==> config.mk <==
export PLATFORM = sky130hd
export DESIGN_NAME = uart_tx_ctrl_flat
export DESIGN_NICKNAME = d
export VERILOG_FILES = /design/src/rtl/uart_tx_ctrl_if.sv /design/src/rtl/uart_tx_ctrl.sv /design/src/flat_wrapper.sv
export SDC_FILE = /design/constraint.sdc
export NUM_CORES = 1
export LEC_CHECK = 0
export ABC_AREA = 0
export BUFFER_PORTS_ARGS = -buffer_cell sky130_fd_sc_hd__buf_2
export CORE_MARGIN = 2
export CORE_UTILIZATION = 50
export DETAILED_ROUTE_END_ITERATION = 8
export GPL_ROUTABILITY_DRIVEN = 0
export PLACE_DENSITY = 0.74
export SLEW_MARGIN = 20
export SYNTH_ARGS = -nofsm -noshare
export SYNTH_HDL_FRONTEND = slang
export SYNTH_SLANG_ARGS = --single-unit
export TNS_END_PERCENT = 5
==> constraint.sdc <==
create_clock -name clk -period 2 [get_ports clk]
set_clock_uncertainty 0.1 [all_clocks]
set_input_delay 0.2 -clock clk [delete_from_list [all_inputs] [get_ports clk]]
set_output_delay 0.2 -clock clk [all_outputs]
set_load 0.05 [all_outputs]
==> src/rtl/uart_tx_ctrl_if.sv <==
// uart_tx_ctrl_if: byte handshake plus bit-select/qualifier outputs of the UART transmit sequencer.
interface uart_tx_ctrl_if;
   logic       tx_start;
   logic [7:0] tx_data;
   logic       tx_ready;
   logic       tx_done;
   logic [3:0] sel;
   logic [7:0] data_q;
   logic       force_high;
   modport master (output tx_start, tx_data, input tx_ready, tx_done, sel, data_q, force_high);
   modport slave  (input tx_start, tx_data, output tx_ready, tx_done, sel, data_q, force_high);
endinterface

==> src/rtl/uart_tx_ctrl.sv <==
// uart_tx_ctrl: UART transmit sequencer; times each bit and drives the bit-select mux and force-high qualifier.
module uart_tx_ctrl #(
   parameter int CLKS_PER_BIT = 868,
   parameter int CNT_W        = 16
) (
   input logic           clk,
   input logic           rst_n,
   uart_tx_ctrl_if.slave tx
);
   typedef enum logic [1:0] {IDLE, START, DATA, STOP} state_t;
   state_t           state;
   logic [CNT_W-1:0] cnt;
   logic             tc;
   assign tc = cnt == CNT_W'(CLKS_PER_BIT - 1);
   always_ff @(posedge clk or negedge rst_n)
      if (!rst_n) begin
         state         <= IDLE;
         cnt           <= '0;
         tx.sel        <= '0;
         tx.data_q     <= '0;
         tx.force_high <= 1'b1;
         tx.tx_ready   <= 1'b1;
         tx.tx_done    <= 1'b0;
      end else begin
         tx.tx_done <= 1'b0;
         cnt        <= tc ? '0 : cnt + 1'b1;
         case (state)
            IDLE: begin
               cnt <= '0;
               if (tx.tx_start) begin
                  state         <= START;
                  tx.data_q     <= tx.tx_data;
                  tx.sel        <= '0;
                  tx.force_high <= 1'b0;
                  tx.tx_ready   <= 1'b0;
               end
            end
            START: if (tc) begin
               state  <= DATA;
               tx.sel <= 4'd1;
            end
            DATA: if (tc) begin
               if (tx.sel == 4'd8) begin
                  state         <= STOP;
                  tx.sel        <= 4'd9;
                  tx.force_high <= 1'b1;
               end else
                  tx.sel <= tx.sel + 4'd1;
            end
            STOP: if (tc) begin
               state       <= IDLE;
               tx.sel      <= '0;
               tx.tx_done  <= 1'b1;
               tx.tx_ready <= 1'b1;
            end
            default: begin
               state         <= IDLE;
               tx.sel        <= '0;
               tx.force_high <= 1'b1;
               tx.tx_ready   <= 1'b1;
            end
         endcase
      end
endmodule

==> src/flat_wrapper.sv <==
// flat-port wrapper written by rule: the top's interface ports become plain ports
module uart_tx_ctrl_flat 
#(
   parameter int CLKS_PER_BIT = 868,
   parameter int CNT_W        = 16
)
  (clk, rst_n, tx_tx_start, tx_tx_data, tx_tx_ready, tx_tx_done, tx_sel, tx_data_q, tx_force_high);
  uart_tx_ctrl_if tx_i ();
  input logic clk;
  input logic rst_n;
  input wire logic [$bits(tx_i.tx_start)-1:0] tx_tx_start;
  input wire logic [$bits(tx_i.tx_data)-1:0] tx_tx_data;
  output wire logic [$bits(tx_i.tx_ready)-1:0] tx_tx_ready;
  output wire logic [$bits(tx_i.tx_done)-1:0] tx_tx_done;
  output wire logic [$bits(tx_i.sel)-1:0] tx_sel;
  output wire logic [$bits(tx_i.data_q)-1:0] tx_data_q;
  output wire logic [$bits(tx_i.force_high)-1:0] tx_force_high;
  assign tx_i.tx_start = tx_tx_start;
  assign tx_i.tx_data = tx_tx_data;
  assign tx_tx_ready = tx_i.tx_ready;
  assign tx_tx_done = tx_i.tx_done;
  assign tx_sel = tx_i.sel;
  assign tx_data_q = tx_i.data_q;
  assign tx_force_high = tx_i.force_high;
  uart_tx_ctrl #(.CLKS_PER_BIT(CLKS_PER_BIT), .CNT_W(CNT_W)) u_core (.clk(clk), .rst_n(rst_n), .tx(tx_i));
endmodule
==> impl_metrics.tcl, run 1 <==
set metrics [dict create \
    status "complete, but fails checks" \
    violations "negative setup slack" \
    syn_area_um2 1664 \
    stdcell_count 246 \
    power_frac_clock_pct 37.8 \
    pwr-share-comb_pct 3.0 \
    synth_most_common_cell "dfrtp_1" \
    die_w_um 61.69 \
    core-area_um2 3103 \
    start_util_pct 53.63 \
    seq_power_share_pct 59.2 \
    yosysSeqAreaShare_pct 49.77 \
    clock_latency_ns 0.33 \
    drtAntennaViolNets 0 \
    drc 0 \
    setup_viol_count_final 1 \
    end_kind "flip-flop" \
    clk_pin_slew_worst_paths_ns 0.10 \
    grt_pass1_vias 1318 \
    hold_path.class "in -> reg" \
    cts_max_path_buffers 2 \
    required_ns 2.13 \
    startpoint_type "flip-flop" \
    port_buffers 25 \
    wl_mm 3.440 \
    synth_edf_count 0 \
    dieArea_um2 3806 \
    synthTopCellsByArea "dfrtp_1, ha_1, xnor2_1, mux2_2, nor2_1" \
    maxCapViolCount 0 \
    post-cts-setup-buffer-count 0 \
    finalNetCount 220 \
    drt_iter0_markers 116 \
    synth_cell_types 37 \
    hold_viol 0 \
    syn_avg_cell_area_um2 11.09 \
    syn_nets 169 \
    synthCells 150 \
    final_cell_area_um2 2085 \
    synthArstFlopShare_pct 100.0 \
    synthFlopType "dfrtp_1" \
    cts_root_buf "clkbuf_4" \
    p_sw_uw 239.5 \
    critical_path.max_fanout 6 \
    core.rowCount 20 \
    hold_depth 2 \
    power_density_nw_per_um2 540.4 \
    fin_crit_sh_pct 101.1 \
    power.internal_uw 887.0 \
    cts_buffers 5 \
    yosys-top-cells-count "dfrtp_1, nor2_1, inv_1, xnor2_1" \
    wire_per_inst_um 13.98 \
    h-tree-depth 2 \
    irDropWorstVdd_mv 0.4208 \
    post_dp_cell_area_um2 1944 \
    r2r_cells 4 \
    diodes 0 \
    drt_first_pass_iters 5 \
    leakage_uw 0.001031 \
    grt_max_degree 34 \
    synth_top_area_share_pct 46.62 \
    antenna_found_initial 0 \
    yosysTopAreaCell "dfrtp_1" \
    yosys_warnings 0 \
    vias 1315 \
    syn_to_final_growth_pct 25.26 \
    dp_slack_ns -0.02870 \
    ys_ff_latch 33 \
    avgViaCountPerCell 5.346 \
    finalCriticalPeriod_ns 2.022 \
    fin_setup_tns_ns -0.02159 \
    hpwl_mm 2.464 \
    rsz0062_at_grt "yes" \
    drive_above_1_share_pct 32.18 \
    tightestPinTransition_ns 0.7290 \
    critPathArrivalTime_ns 2.15 \
    timing.final.ws_setup_ns -0.02159 \
    cts_tree "yes" \
    grt_pass1_wl_mm 5.602 \
    clock-sinks 33 \
    die_y_um 61.69 \
    gr-usage-all-layers_pct 20.20 \
    fmax_ghz 0.4947 \
    gr-total-overflow 0 \
    placed_cells 231 \
    timing_worst_setup_path_type "reg -> reg" \
    swShare_pct 21.26 \
    ios 26 \
    finalMaxSlewViolations 0 \
    relSlewSlack_pct 51.40 \
]
[cells by family after synthesis]
family,share of synthesized area (%)
mux,7.519
flops,49.77
buf+inv,4.286
xor+xnor,6.842
simple gates,18.87
fa+ha+maj,6.015
compound gates,6.692
[sequential cells by signal (all words and copies together), names as in the netlist]
| signal | count |
|---|---|
| u_core.tx.sel | 4 |
| u_core.state | 2 |
| u_core.tx.tx_done | 1 |
| u_core.tx.tx_ready | 1 |
| u_core.cnt | 16 |
| u_core.tx.data_q | 8 |
| u_core.tx.force_high | 1 |
[path summary, 6_finish.rpt]
| kind | start | slack, ns | end |
|---|---|---|---|
| worst max-delay path | u_core.cnt[3]$_DFF_PN0_ | -0.02 | u_core.state[1]$_DFFE_PN0P_ |
| worst min-delay path | tx_tx_data[0] | 0.005 | u_core.tx.data_q[0]$_DFFE_PN0P_ |
| worst max register to register | u_core.cnt[3]$_DFF_PN0_ | -0.02 | u_core.state[1]$_DFFE_PN0P_ |
| worst min register to register | u_core.tx.data_q[0]$_DFFE_PN0P_ | 0.41 | u_core.tx.data_q[0]$_DFFE_PN0P_ |
| max in group asynchronous | rst_n | 0.98 | u_core.cnt[9]$_DFF_PN0_ |
| min in group asynchronous | rst_n | 0.35 | u_core.tx.sel[2]$_DFFE_PN0P_ |
[critical path, stage by stage (launching register included)]
cell	delay, ns
dfrtp_1	0.39
or4_4	0.56
nor4_4	0.39
o211ai_2	0.15
mux2_4	0.32
[stage by stage]
step	hold WS, ns	util [%]	total power [µW]
after floorplan	-0.1956	-	680.9
after global placement	0.1895	62.66	702.8
after detailed placement	0.1969	62.66	703.8
after CTS	0.0008642	66.85	1131
after global routing	-0.01373	67.18	1179
final	0.004776	67.18	1127
[power by group through the flow]
stage                     Sequential, µW  Combinational, µW  Clock [µW]
final                                667               33.6         426
after detailed placement             680               23.9           0
after CTS                            667               32.7         432
after global placement               680               22.9           0
after global routing                 667               38.3         474
after floorplan                      680              0.843           0
[metal layers]
metal / global-route usage [%] / share of wire, % / up-vias
met5: 0 / 0 / -
met4: 7.903 / 1.6 / 0
met3: 6.625 / 4.5 / 9
met2: 33.23 / 51 / 30
met1: 24.67 / 43 / 643
li1: - / - / 633
[final cells by class]
cell class,count,area (µm²)
fill,246,1018
sequential,33,828.3
multi-input combinational,103,769.5
timing repair buffer,47,320.3
clock buffer,7,65.06
tap,44,55.05
inverter,11,41.29
clock inverter,1,5.005
[cell usage in the layout (no fill, tap or decap), types with 3 or more instances in the layout]
cell,count
a41oi_1,3
buf_2,25
buf_4,14
clkbuf_4,5
dfrtp_1,31
dlygate4sd3_1,7
ha_1,7
inv_1,11
mux2_2,8
nand2_1,4
nand3_1,3
nand3b_1,3
nand4_1,6
nor2_1,18
nor3_1,4
nor4_1,6
xnor2_1,11
[repair_timing]
action                                 in CTS  in global routing
hold buffers                                6                  1
gates resized for setup                     1                  0
endpoints found under the hold margin      36                  1
setup endpoints to repair                   7                 21
pin swaps                                   3                  1
(Power assumes the default switching activity.)
==> run 2, diff against run 1 <==
--- a/config.mk
+++ b/config.mk
@@ -7,6 +7,7 @@
 export LEC_CHECK = 0
 export ABC_AREA = 0
 export BUFFER_PORTS_ARGS = -buffer_cell sky130_fd_sc_hd__buf_2
+export CORE_ASPECT_RATIO = 1.75
 export CORE_MARGIN = 2
 export CORE_UTILIZATION = 50
 export DETAILED_ROUTE_END_ITERATION = 8
==> run 2 against run 1 <==
  * Highest routed layer unchanged
  * Critical endpoint unchanged
  * Sequential power barely moved
  * The flow still finishes with violations (negative setup slack)
  * Clock power up 51%
  * Via count is 0.99% higher
  * Largest power group unchanged
==> impl_metrics.tcl, run 2 (synthesized netlist as in run 1, its figures left out) <==
set metrics [dict create \
    status "complete, but fails checks" \
    violations "negative setup slack" \
    grt_max_degree 34 \
    wl_mm 3.563 \
    critPathArrivalTime_ns 2.13 \
    hold_path.class "in -> reg" \
    power_frac_clock_pct 48.2 \
    clk_pin_slew_worst_paths_ns 0.07 \
    avgViaCountPerCell 5.510 \
    drt_first_pass_iters 4 \
    timing_worst_setup_path_type "reg -> reg" \
    irDropWorstVdd_mv 0.5827 \
    diodes 0 \
    drt_iter0_markers 31 \
    cts_max_path_buffers 2 \
    startpoint_type "flip-flop" \
    pwr-share-comb_pct 1.8 \
    core-area_um2 3176 \
    fin_setup_tns_ns -0.1361 \
    ios 26 \
    wire_per_inst_um 14.78 \
    drive_above_1_share_pct 33.84 \
    antenna_found_initial 0 \
    power.internal_uw 1082 \
    final_cell_mix "dfrtp_1, buf_2, nor2_1" \
    dieArea_um2 3824 \
    clock-sinks 33 \
    grt_pass1_vias 1408 \
    end_kind "flip-flop" \
    final_cell_area_um2 2092 \
    finalNetCount 216 \
    core.rowCount 27 \
    maxCapViolCount 0 \
    leakage_uw 0.001035 \
    finalMaxSlewViolations 0 \
    clock_latency_ns 0.29 \
    biggestRegsByFlops "u_core.cnt x16, u_core.tx.data_q x8, u_core.tx.sel x4" \
    cts_root_buf "clkbuf_8" \
    regArea_um2 828.3 \
    die_y_um 80.32 \
    hpwl_mm 2.689 \
    whs_ns 0.03799 \
    multiInputGateArea_um2 777.0 \
    layout_commonest_cell "dfrtp_1" \
    syn_to_final_growth_pct 25.71 \
    start_util_pct 52.40 \
    r2r_setup_slack_ns -0.05 \
    seq_power_share_pct 49.9 \
    power_density_nw_per_um2 639.0 \
    gr-usage-all-layers_pct 21.90 \
    timing.final.ws_setup_ns -0.04951 \
    largest_reg_flops 16 \
    regMostFlops "u_core.cnt" \
    finalCriticalPeriod_ns 2.050 \
    critical_path.max_fanout 6 \
    grt_pass1_wl_mm 5.865 \
    p_sw_uw 254.5 \
    vias 1328 \
    fillerInstances 284 \
    setup_viol_count_final 9 \
    cts_tree "yes" \
    post_dp_cell_area_um2 1943 \
    die_w_um 47.61 \
    tightestPinTransition_ns 0.7262 \
    fin_crit_sh_pct 102.5 \
    cts_buffers 5 \
    relSlewSlack_pct 51.59 \
    drc 0 \
    drtAntennaViolNets 0 \
    finish.utilization_pct 65.88 \
    h-tree-depth 2 \
    p_total_uw 1337 \
    fmax_ghz 0.4879 \
    swShare_pct 19.04 \
    port_buffers 25 \
    hold_viol 0 \
    gr-total-overflow 0 \
    required_ns 2.08 \
    rsz0062_at_grt "yes" \
]
run 2: final cells by class:
| class | instances | area share (%) |
|---|---|---|
| multi-input combinational | 103 | 37.14 |
| clock inverter | 1 | 1.435 |
| clock buffer | 7 | 4.127 |
| inverter | 11 | 1.974 |
| tap | 43 | 2.572 |
| sequential | 33 | 39.59 |
| timing repair buffer | 43 | 13.16 |
run 2: stage by stage:
step | worst slack (ns) | instances
after floorplan | -0.01960 | 150
after global placement | 0.01328 | 230
after detailed placement | -0.04741 | 230
after CTS | -0.03267 | 240
after global routing | -0.1191 | 241
final | -0.04951 | 241
run 2: path summary, 6_finish.rpt:
check                                                start                         endpoint  depth (start not counted)
max in group asynchronous                            rst_n  u_core.tx.data_q[6]$_DFFE_PN0P_                          2
min reg2reg                u_core.tx.data_q[1]$_DFFE_PN0P_  u_core.tx.data_q[1]$_DFFE_PN0P_                          1
min                                          tx_tx_data[7]  u_core.tx.data_q[7]$_DFFE_PN0P_                          2
max                               u_core.cnt[12]$_DFF_PN0_      u_core.state[1]$_DFFE_PN0P_                          4
min in group asynchronous                            rst_n     u_core.tx.sel[2]$_DFFE_PN0P_                          2
max reg2reg                       u_core.cnt[12]$_DFF_PN0_      u_core.state[1]$_DFFE_PN0P_                          4
run 2: critical path, stage by stage (launching register included):
cell      delay (ns)
dfrtp_1         0.39
or4_4           0.56
nor4_4          0.42
o211ai_2        0.14
mux2_4          0.32
run 2: repair_timing:
action,in CTS,in global routing
pin swaps,1,2
gates cloned,0,0
setup endpoints to repair,19,23
hold buffers,1,0
gates resized for setup,1,1
buffers inserted,1,1
endpoints found under the hold margin,31,0
run 2: metal layers:
layer	track usage, %	up-vias	part of all wire, %
li1	-	622	-
met1	20.53	654	35
met3	5.843	16	3.6
met2	39.05	36	57
met4	12.70	0	3.6
met5	0	-	0
run 2: power groups by stage:
stage / logic (µW) / clock network, µW / registers, µW
floorplan: 0.843 / 0 / 680
global placement: 22.5 / 0 / 680
detailed placement: 23.6 / 0 / 680
CTS: 25.2 / 657 / 668
global route: 27.9 / 694 / 667
finish: 24.2 / 645 / 668
